### src/rtl/alu_arbiter.sv
// alu_arbiter: round-robin arbiter sharing one external combinational ALU between two requesters
module alu_arbiter #(
  parameter int WIDTH = 32
) (
  input  logic             clk,
  input  logic             rst_n,
  input  logic             req0_valid,
  output logic             req0_ready,
  input  logic [WIDTH-1:0] req0_a,
  input  logic [WIDTH-1:0] req0_b,
  input  logic [1:0]       req0_op,
  input  logic             req1_valid,
  output logic             req1_ready,
  input  logic [WIDTH-1:0] req1_a,
  input  logic [WIDTH-1:0] req1_b,
  input  logic [1:0]       req1_op,
  output logic             resp0_valid,
  input  logic             resp0_ready,
  output logic [WIDTH-1:0] resp0_result,
  output logic             resp1_valid,
  input  logic             resp1_ready,
  output logic [WIDTH-1:0] resp1_result,
  output logic [WIDTH-1:0] alu_a,
  output logic [WIDTH-1:0] alu_b,
  output logic [1:0]       alu_op,
  input  logic [WIDTH-1:0] alu_result
);
  typedef enum logic [1:0] {IDLE, EXEC, RESP} state_t;
  state_t state, state_nx;
  logic last_grant, owner, gnt0, gnt1, accept;
  logic [WIDTH-1:0] a_q, b_q, res_q;
  logic [1:0] op_q;
  // On a tie the requester that did not win last time is granted
  assign gnt0 = req0_valid & (~req1_valid | last_grant);
  assign gnt1 = req1_valid & (~req0_valid | ~last_grant);
  assign accept = (state == IDLE) & (gnt0 | gnt1);
  assign req0_ready = rst_n & (state == IDLE) & gnt0;
  assign req1_ready = rst_n & (state == IDLE) & gnt1;
  assign resp0_valid = (state == RESP) & ~owner;
  assign resp1_valid = (state == RESP) & owner;
  assign resp0_result = res_q;
  assign resp1_result = res_q;
  assign alu_a = a_q;
  assign alu_b = b_q;
  assign alu_op = op_q;
  always_comb begin
    state_nx = state;
    if (state == IDLE) state_nx = accept ? EXEC : IDLE;
    else if (state == EXEC) state_nx = RESP;
    else if (state == RESP) state_nx = (owner ? resp1_ready : resp0_ready) ? IDLE : RESP;
    else state_nx = IDLE;
  end
  always_ff @(posedge clk or negedge rst_n) begin
    if (!rst_n) begin
      state <= IDLE;
      last_grant <= 1'b1;
      owner <= 1'b0;
      a_q <= '0;
      b_q <= '0;
      op_q <= '0;
      res_q <= '0;
    end else begin
      state <= state_nx;
      if (accept) begin
        owner <= gnt1;
        last_grant <= gnt1;
        a_q <= gnt1 ? req1_a : req0_a;
        b_q <= gnt1 ? req1_b : req0_b;
        op_q <= gnt1 ? req1_op : req0_op;
      end
      if (state == EXEC) res_q <= alu_result;
    end
  end
endmodule

### config.mk
export PLATFORM = sky130hd
export DESIGN_NAME = alu_arbiter
export DESIGN_NICKNAME = d
export VERILOG_FILES = /design/src/rtl/alu_arbiter.sv
export SDC_FILE = /design/constraint.sdc
export NUM_CORES = 1
export LEC_CHECK = 0
export BUFFER_PORTS_ARGS = -buffer_cell sky130_fd_sc_hd__buf_2
export CORE_AREA = 2 2 117 119
export CTS_BUF_LIST = sky130_fd_sc_hd__clkbuf_16
export CTS_CLUSTER_DIAMETER = 150
export DETAILED_ROUTE_END_ITERATION = 10
export DIE_AREA = 0 0 119 121
export GPL_ROUTABILITY_DRIVEN = 0
export HOLD_SLACK_MARGIN = 0.08
export PLACE_DENSITY_LB_ADDON = 0.08
export SKIP_CTS_REPAIR_TIMING = 1
export SLEW_MARGIN = 10
export SYNTH_ARGS = -nofsm -noshare
export SYNTH_HDL_FRONTEND = slang
export SYNTH_SLANG_ARGS = --single-unit
### constraint.sdc
create_clock -name clk -period 2.35 [get_ports clk]
set_input_delay 0.1175 -clock clk [delete_from_list [all_inputs] [get_ports clk]]
set_output_delay 0.1175 -clock clk [all_outputs]
set_load 0.02 [all_outputs]
### Word level (Yosys, flattened, before mapping)

Index checks and enable logic that the tools add are counted.

* register bits after elaboration: 102
* input bits: 170
* output and inout port bits: 134

* eq/ne operators: 2
* muxes and demuxes: 9
* bitwise operators: 15
* reductions and logical operators: 1

Operators by type and width (number)
* 32-bit two-way mux: 2
* 2-bit two-way mux: 5
* 1-bit AND: 8
* 1-bit inverter: 4
* 1-bit bitwise OR: 3
* 2-bit by 1-bit == test with 1-bit output, second input constant: 1
* 2-bit == test, second input constant: 1
* 2-bit logical NOT: 1
* 1-bit two-way mux: 2

### Longest topological paths before layout

Gate-level depths: netlist (run 1).

* depth in word-level cells: 7
* mapped depth: 6
* mapped depth without buffers: 3

### Least setup slack after synthesis (run 1)

Ideal clock, no wire load.

* path type: register to register
* from: register last_grant
* to: register a_q[24] (netlist: alu_a[24])
* arrival: 1.535 ns
* data required time: 2.225 ns
* setup slack: 0.690 ns
* stages on the path, launching flop included: 7
* clock period less this slack: 1.660 ns
* path through: dfstp_2 -> a21bo_1 -> buf_6 -> buf_6 -> buf_6 -> mux2_4 -> mux2_4

* longest elaborated chain between the ends: 5
* elaborated cells on any way between the ends: 8
* classes of those cells: 1 x mux; 7 x bitwise

Ends and longest elaborated chain
* from (decl): line 30 `logic last_grant, owner, gnt0, gnt1, accept;`
* from (signal assigned): line 66 `last_grant <= gnt1;`
* 1-bit inverter: line 35 `assign gnt1 = req1_valid & (~req0_valid | ~last_grant);`
* 1-bit bitwise OR: line 35
* 1-bit AND: line 35
* 1-bit bitwise OR: line 36 `assign accept = (state == IDLE) & (gnt0 | gnt1);`
* 1-bit AND: line 36
* to (signal assigned): line 67 `a_q <= gnt1 ? req1_a : req0_a;`
* to (decl): line 31 `logic [WIDTH-1:0] a_q, b_q, res_q;`

Parallel ways exist; a longest one is shown, timed or not.
A chain may end at the register's enable or synchronous reset.

### Worst setup path in the final report (run 1)

* from: register last_grant
* to: register b_q[14] (netlist: alu_b[14])

* longest elaborated chain between the ends: 5
* elaborated cells on any way between the ends: 8
* classes of those cells: 1 x mux; 7 x bitwise

Ends and longest elaborated chain
* 1-bit inverter: line 35
* 1-bit bitwise OR: line 35
* 1-bit AND: line 35
* 1-bit bitwise OR: line 36
* 1-bit AND: line 36
* to (signal assigned): line 68 `b_q <= gnt1 ? req1_b : req0_b;`
* to (decl): line 31

Parallel ways exist; a longest one is shown, timed or not.

==> results of run 1 <==
## worst max-delay path, stage by stage (launching register included)
cell	delay, ns
dfstp_2	0.54
a21bo_4	0.13
buf_12	0.33
mux2_2	0.39
mux2_2	0.27
## state kept, by name, indices dropped and copies added (netlist names)
signal        cells
resp0_result     32
state             2
owner             1
alu_a            32
alu_b            32
alu_op            2
last_grant        1
## stage by stage
| stage | utilization | setup WS [ns] |
|---|---|---|
| after floorplan | - | 0.690 |
| after global placement | 0.489 | 0.572 |
| after detailed placement | 0.489 | 0.547 |
| after CTS | 0.510 | 0.536 |
| after global routing | 0.535 | 0.461 |
| final | 0.535 | 0.539 |
## cell type report
type                    instances  area [µm²]  area share
flip-flops and latches        102        2550       0.364
clock buffers                   9         225      0.0321
repair buffers                342        1930       0.276
well taps                     176         220      0.0314
multi-input cells             178        2010       0.286
clock inverters                 7        56.3     0.00804
inverters                       3        11.3     0.00161
diodes                          1        2.50    0.000357
## routing by layer
metal,GRT usage,routed length (µm),vias to the layer above
li1,-,-,1743
met1,0.185,4820,1750
met2,0.289,6510,168
met3,0.0414,929,19
met4,0.0796,295,0
met5,0,0,-
## cell families (layout without fill, tap and decap cells)
group	after synthesis	after routing	synth area share
AO/OA/AOI/OAI	4	4	0.00611
buffers and inverters	55	361	0.0753
flip-flops	102	102	0.519
multiplexers	167	167	0.393
other	0	1	0
AND/OR/NAND/NOR	7	7	0.00636
## cell usage in the layout, fill, tap and decap left out, types with 2 or more instances in the layout
cell type	netlist	final
nand2b_1	2	2
mux2_4	14	14
mux2_2	151	151
buf_12	0	3
inv_1	3	4
clkinv_1	0	4
nor2_1	4	4
mux2i_1	2	2
clkbuf_16	0	9
buf_2	14	302
dfrtp_1	101	101
buf_4	33	4
dlygate4sd3_1	0	33
## power groups by stage
stage / Combinational (µW) / Sequential, µW / Clock, µW
after floorplan: 2690 / 4270 / 0
after global placement: 5080 / 3190 / 0
after detailed placement: 5130 / 3210 / 0
after CTS: 5130 / 3190 / 1490
after global routing: 5410 / 3300 / 1570
final: 5110 / 3180 / 1440
## path summary, 6_finish.rpt
path	cells past startpoint	end	slack [ns]	from
max	4	alu_b[14]	0.54	last_grant
min	3	state[1]	0.08	resp0_ready
max reg2reg	4	alu_b[14]	0.54	last_grant
min reg2reg	1	alu_a[1]	0.50	alu_a[1]
max in group asynchronous	3	alu_a[11]	1.50	rst_n
min in group asynchronous	3	state[0]	0.44	rst_n
==> results.md, run 1 <==
- Die Height: 121 µm
- Switch share: 0.407
- Mean post-synth cell area: 14.7 µm²
- Pint: 5770 µW
- DP Cell Count: 768
- EDFF count, synth: 0
- Comb pwr share: 0.525
- Clk Latency, worst-skew pair: 0.34 ns
- Hold Path Class: input port to flip-flop
- Status: completed
- Clock root buffer: clkbuf_16
- Pins over their slew limit: 0
- Synth Register Bits: 102
- Top cell type's share of synthesized area: 0.514
- Slew @ Worst Pin: 0.547 ns
- Post-synthesis cell type count: 17
- Worst-path clk slew: 0.06 ns
- Fraction of layout cells with a size suffix above 1: 0.761
- Number of global-route vias before repair: 3588
- Wire length per cell: 15.3 µm
- Vias per cell: 4.50
- Post-synth top cells: mux2_2, dfrtp_1, buf_4
- Top FF cell, synth: dfrtp_1
- Final Cycle Share: 0.771
- Port Buffers: 303
- Peak VDD IR: 0.809 mV
- DRC: 0
- Post-Syn Area: 4920 µm²
- Critical path arrival: 2.03 ns
- Routed WL: 12600 µm
- Clock Sinks: 102
- Critical path class: flip-flop to flip-flop
- Synth top area cells: dfrtp_1, mux2_2, buf_4, mux2_4, buf_2
- Non-filler cells, final: 818
- CP required: 2.57 ns
- P_leak: 0.00347 µW
- CTS tree: done
- Antenna violations before repair: 0
- CP Max Fanout: 69
- Max Cap Violations: 0
- Clk pwr share: 0.148
- Die X: 119 µm
- Depth of the CTS H-tree: 3
- GRT Overall Usage: 0.164
- First-pass GRT wire length: 18300 µm
- Drt initial violations: 87
- Largest net degree at the start of global routing: 103
- Sw power: 3960 µW
- Startpoint Class: flip-flop
- Number of top-level pins: 304
- Fmax: 0.552 GHz
- Hold Worst Slack: 0.0761 ns
- Sequential share of power: 0.327
- Most frequent cell after synthesis: mux2_2
- Cells after Synth: 335
- Final setup vio count: 0
- Register area share after synthesis: 0.519
- Fill cell count: 1152
- Fraction of registers with async set/reset: 1.00
- Area Overhead vs Synth: 42.5%
- Yosys top cell by area: dfrtp_1
- FP Rows: 42
- Critical Path End Type: flip-flop
- Total Power: 9730 µW
- 1st-pass router iterations: 4
- Post-Layout Inst Area: 7010 µm²
- Placed Instance Area: 6390 µm²
- Hold Vio Cnt, Final: 0
- Vias: 3680
- RSZ-0062 raised after global routing: no
- Die area: 14400 µm²
- Detail Route Antenna Nets: 0
- Min cycle time layout: 1.81 ns
- Number of CTS-inserted buffers: 9
- Syn_nets: 505
- Worst slew margin relative to its limit: 0.635
- Final Skew: 0.00405 ns
- Final Net Count: 806
- Setup TNS: 0 ns
- P per Cell Area: 1390 nW/µm²
- Starting Density: 0.376
- CTS max path bufs: 2
- Syn. warnings: 0
- Remaining global-route overflow: 0
- Core ar.: 13100 µm²
- Hpwl dp: 9010 µm
(Power assumes the default switching activity.)
==> inputs of run 2 (changes only) <==
clock period = 1.72 ns   (was 2.35 ns; I/O delays follow)
==> run 2 against run 1 <==
Compared with the run above:
- first-iteration DRC count increased by 25%
- final cell count increased by 0.37%
- setup slack got worse by 0.50 ns
- via count decreased by 0.11%
- power increased by 37%
- largest cell class unchanged
- critical endpoint is now alu_b[6]
- die area unchanged
- critical path type unchanged
- maximum frequency increased by 7.6%
- sequential share of layout area decreased by 0.34 points
- clock power increased by 39%
- core utilization increased by 0.50 points
==> results.md, run 2 (synthesized netlist as in run 1, its figures left out) <==
- Status: completed
- P_leak: 0.00351 µW (+1.1%)
- CTS tree: done
- Max Cap Violations: 0 (unchanged)
- Starting Density: 0.376 (unchanged)
- R2R depth: 4 (unchanged)
- Clk Latency, worst-skew pair: 0.34 ns (about the same)
- DP Cell Count: 770 (+0.26%)
- Largest net degree at the start of global routing: 103 (unchanged)
- 1st-pass router iterations: 4 (unchanged)
- Die area: 14400 µm² (unchanged)
- Total Power: 13400 µW (+37%)
- DRC: 0 (unchanged)
- FP Rows: 42 (unchanged)
- CP required: 1.95 ns (-0.62 ns)
- Routed WL: 12400 µm (-1.3%)
- Port Buffers: 303 (unchanged)
- Placed Instance Area: 6430 µm² (+0.63%)
- Detail Route Antenna Nets: 0 (unchanged)
- Number of CTS-inserted buffers: 9 (unchanged)
- Commonest non-fill, non-tap cell in the layout: buf_2
- Worst slew margin relative to its limit: 0.618 (-0.0174)
- Number of global-route vias before repair: 3556 (-0.89%)
- Fmax: 0.594 GHz (+7.6%)
- Fraction of layout cells with a size suffix above 1: 0.767 (+0.00613)
- Fill cell count: 1167 (+1.3%)
- First-pass GRT wire length: 18200 µm (-0.65%)
- Vias: 3676 (-0.11%)
- Met2 GRT Util: 0.286 (-0.00287)
- Hpwl dp: 9160 µm (+1.6%)
- Met1 Track Usage GR: 0.191 (+0.00519)
- Drt initial violations: 109 (+25%)
- Clock root buffer: clkbuf_16
- Depth of the CTS H-tree: 3 (unchanged)
- Die Height: 121 µm (unchanged)
- Most frequent cells in the layout: buf_2, mux2_2, dfrtp_1
- Min cycle time layout: 1.68 ns (-0.127 ns)
- GRT Overall Usage: 0.164 (-0.000491)
- Final Skew: 0.00518 ns (+0.00113 ns)
- Area Overhead vs Synth: 43.9%
- Peak VDD IR: 0.979 mV (+21%)
- Post-Place Worst Slack: 0.0376 ns (-0.509 ns)
- GR Util met3: 0.0414 (unchanged)
- Remaining global-route overflow: 0 (unchanged)
- Number of top-level pins: 304 (unchanged)
- Clock Sinks: 102 (unchanged)
- Non-filler cells, final: 821 (+0.37%)
- Post-Layout Inst Area: 7070 µm² (+0.93%)
- Critical Path End Type: flip-flop
- Setup TNS: 0 ns (unchanged)
- Antenna violations before repair: 0 (unchanged)
- P per Cell Area: 1890 nW/µm² (+36%)
- Startpoint Class: flip-flop
- Hold Vio Cnt, Final: 0 (unchanged)
- Final WS setup: 0.0366 ns (-0.503 ns)
- N_diodes: 0 (-1)
- Pins over their slew limit: 0 (unchanged)
- Slew @ Worst Pin: 0.574 ns (+0.0262 ns)
- CTS max path bufs: 2 (unchanged)
- Wire length per cell: 15.1 µm (-1.7%)
- Final setup vio count: 0 (unchanged)
- Critical path class: flip-flop to flip-flop
- Die X: 119 µm (unchanged)
- Core ar.: 13100 µm² (unchanged)
- CP Max Fanout: 35 (-49%)
- GRT Max-Usage Layer: met2
- Final Net Count: 810 (+0.50%)
- Hold Crit Depth: 3 (unchanged)
- Critical path arrival: 1.91 ns (-0.12 ns)
- Hold Path Class: input port to flip-flop
- Final Cycle Share: 0.979 (+0.208)
- Vias per cell: 4.48 (-0.47%)
- RSZ-0062 raised after global routing: no
- Worst-path clk slew: 0.07 ns (about the same)
==> run 2: cell count changes in the layout (fill, tap and decap cells not counted), sizes merged <==
cell / previous run / this run
clkinvlp: 1 / 0
clkinv: 4 / 5
dlygate4sd3: 33 / 35
buf: 309 / 311
diode: 1 / 0
==> run 2: cell type report <==
type                    count  area (µm²)  area share
clock buffers               9         225      0.0318
multi-input cells         178        2010       0.284
repair buffers            346        1990       0.282
clock inverters             7        63.8     0.00902
inverters                   3        11.3     0.00159
well taps                 176         220      0.0311
flip-flops and latches    102        2550       0.361
==> run 2: final timing paths <==
path	slack, ns	from	endpoint
max	0.04	last_grant	alu_b[6]
min	0.1	req1_b[7]	alu_b[7]
max reg2reg	0.04	last_grant	alu_b[6]
min reg2reg	0.50	alu_b[3]	alu_b[3]
max in group asynchronous	0.88	rst_n	alu_b[31]
min in group asynchronous	0.37	rst_n	resp0_result[5]
==> run 2: routing by layer <==
metal	part of all wire	up-vias
met5	0	-
met4	0.020	0
met3	0.069	19
met2	0.52	166
met1	0.39	1733
li1	-	1758
==> run 2: power breakdown <==
part / leakage, µW / total, µW / switching [µW] / internal (µW)
combinational: 0.00217 / 7020 / 3850 / 3180
clock: 0.000149 / 2000 / 875 / 1120
sequential: 0.00119 / 4350 / 690 / 3660
==> run 2: critical path: stages, from the launching register on <==
cell and delay [ns]:
dfstp_2 0.54, a21bo_4 0.15, buf_12 0.23, mux2_2 0.36, mux2_2 0.26
==> run 2: metrics by stage <==
step	hold slack (ns)	utilization
3_5_place_dp	0.232	0.492
2_1_floorplan	-0.210	-
5_1_grt	0.0920	0.540
4_1_cts	-0.148	0.514
6_report	0.0981	0.540
3_3_place_gp	0.230	0.492
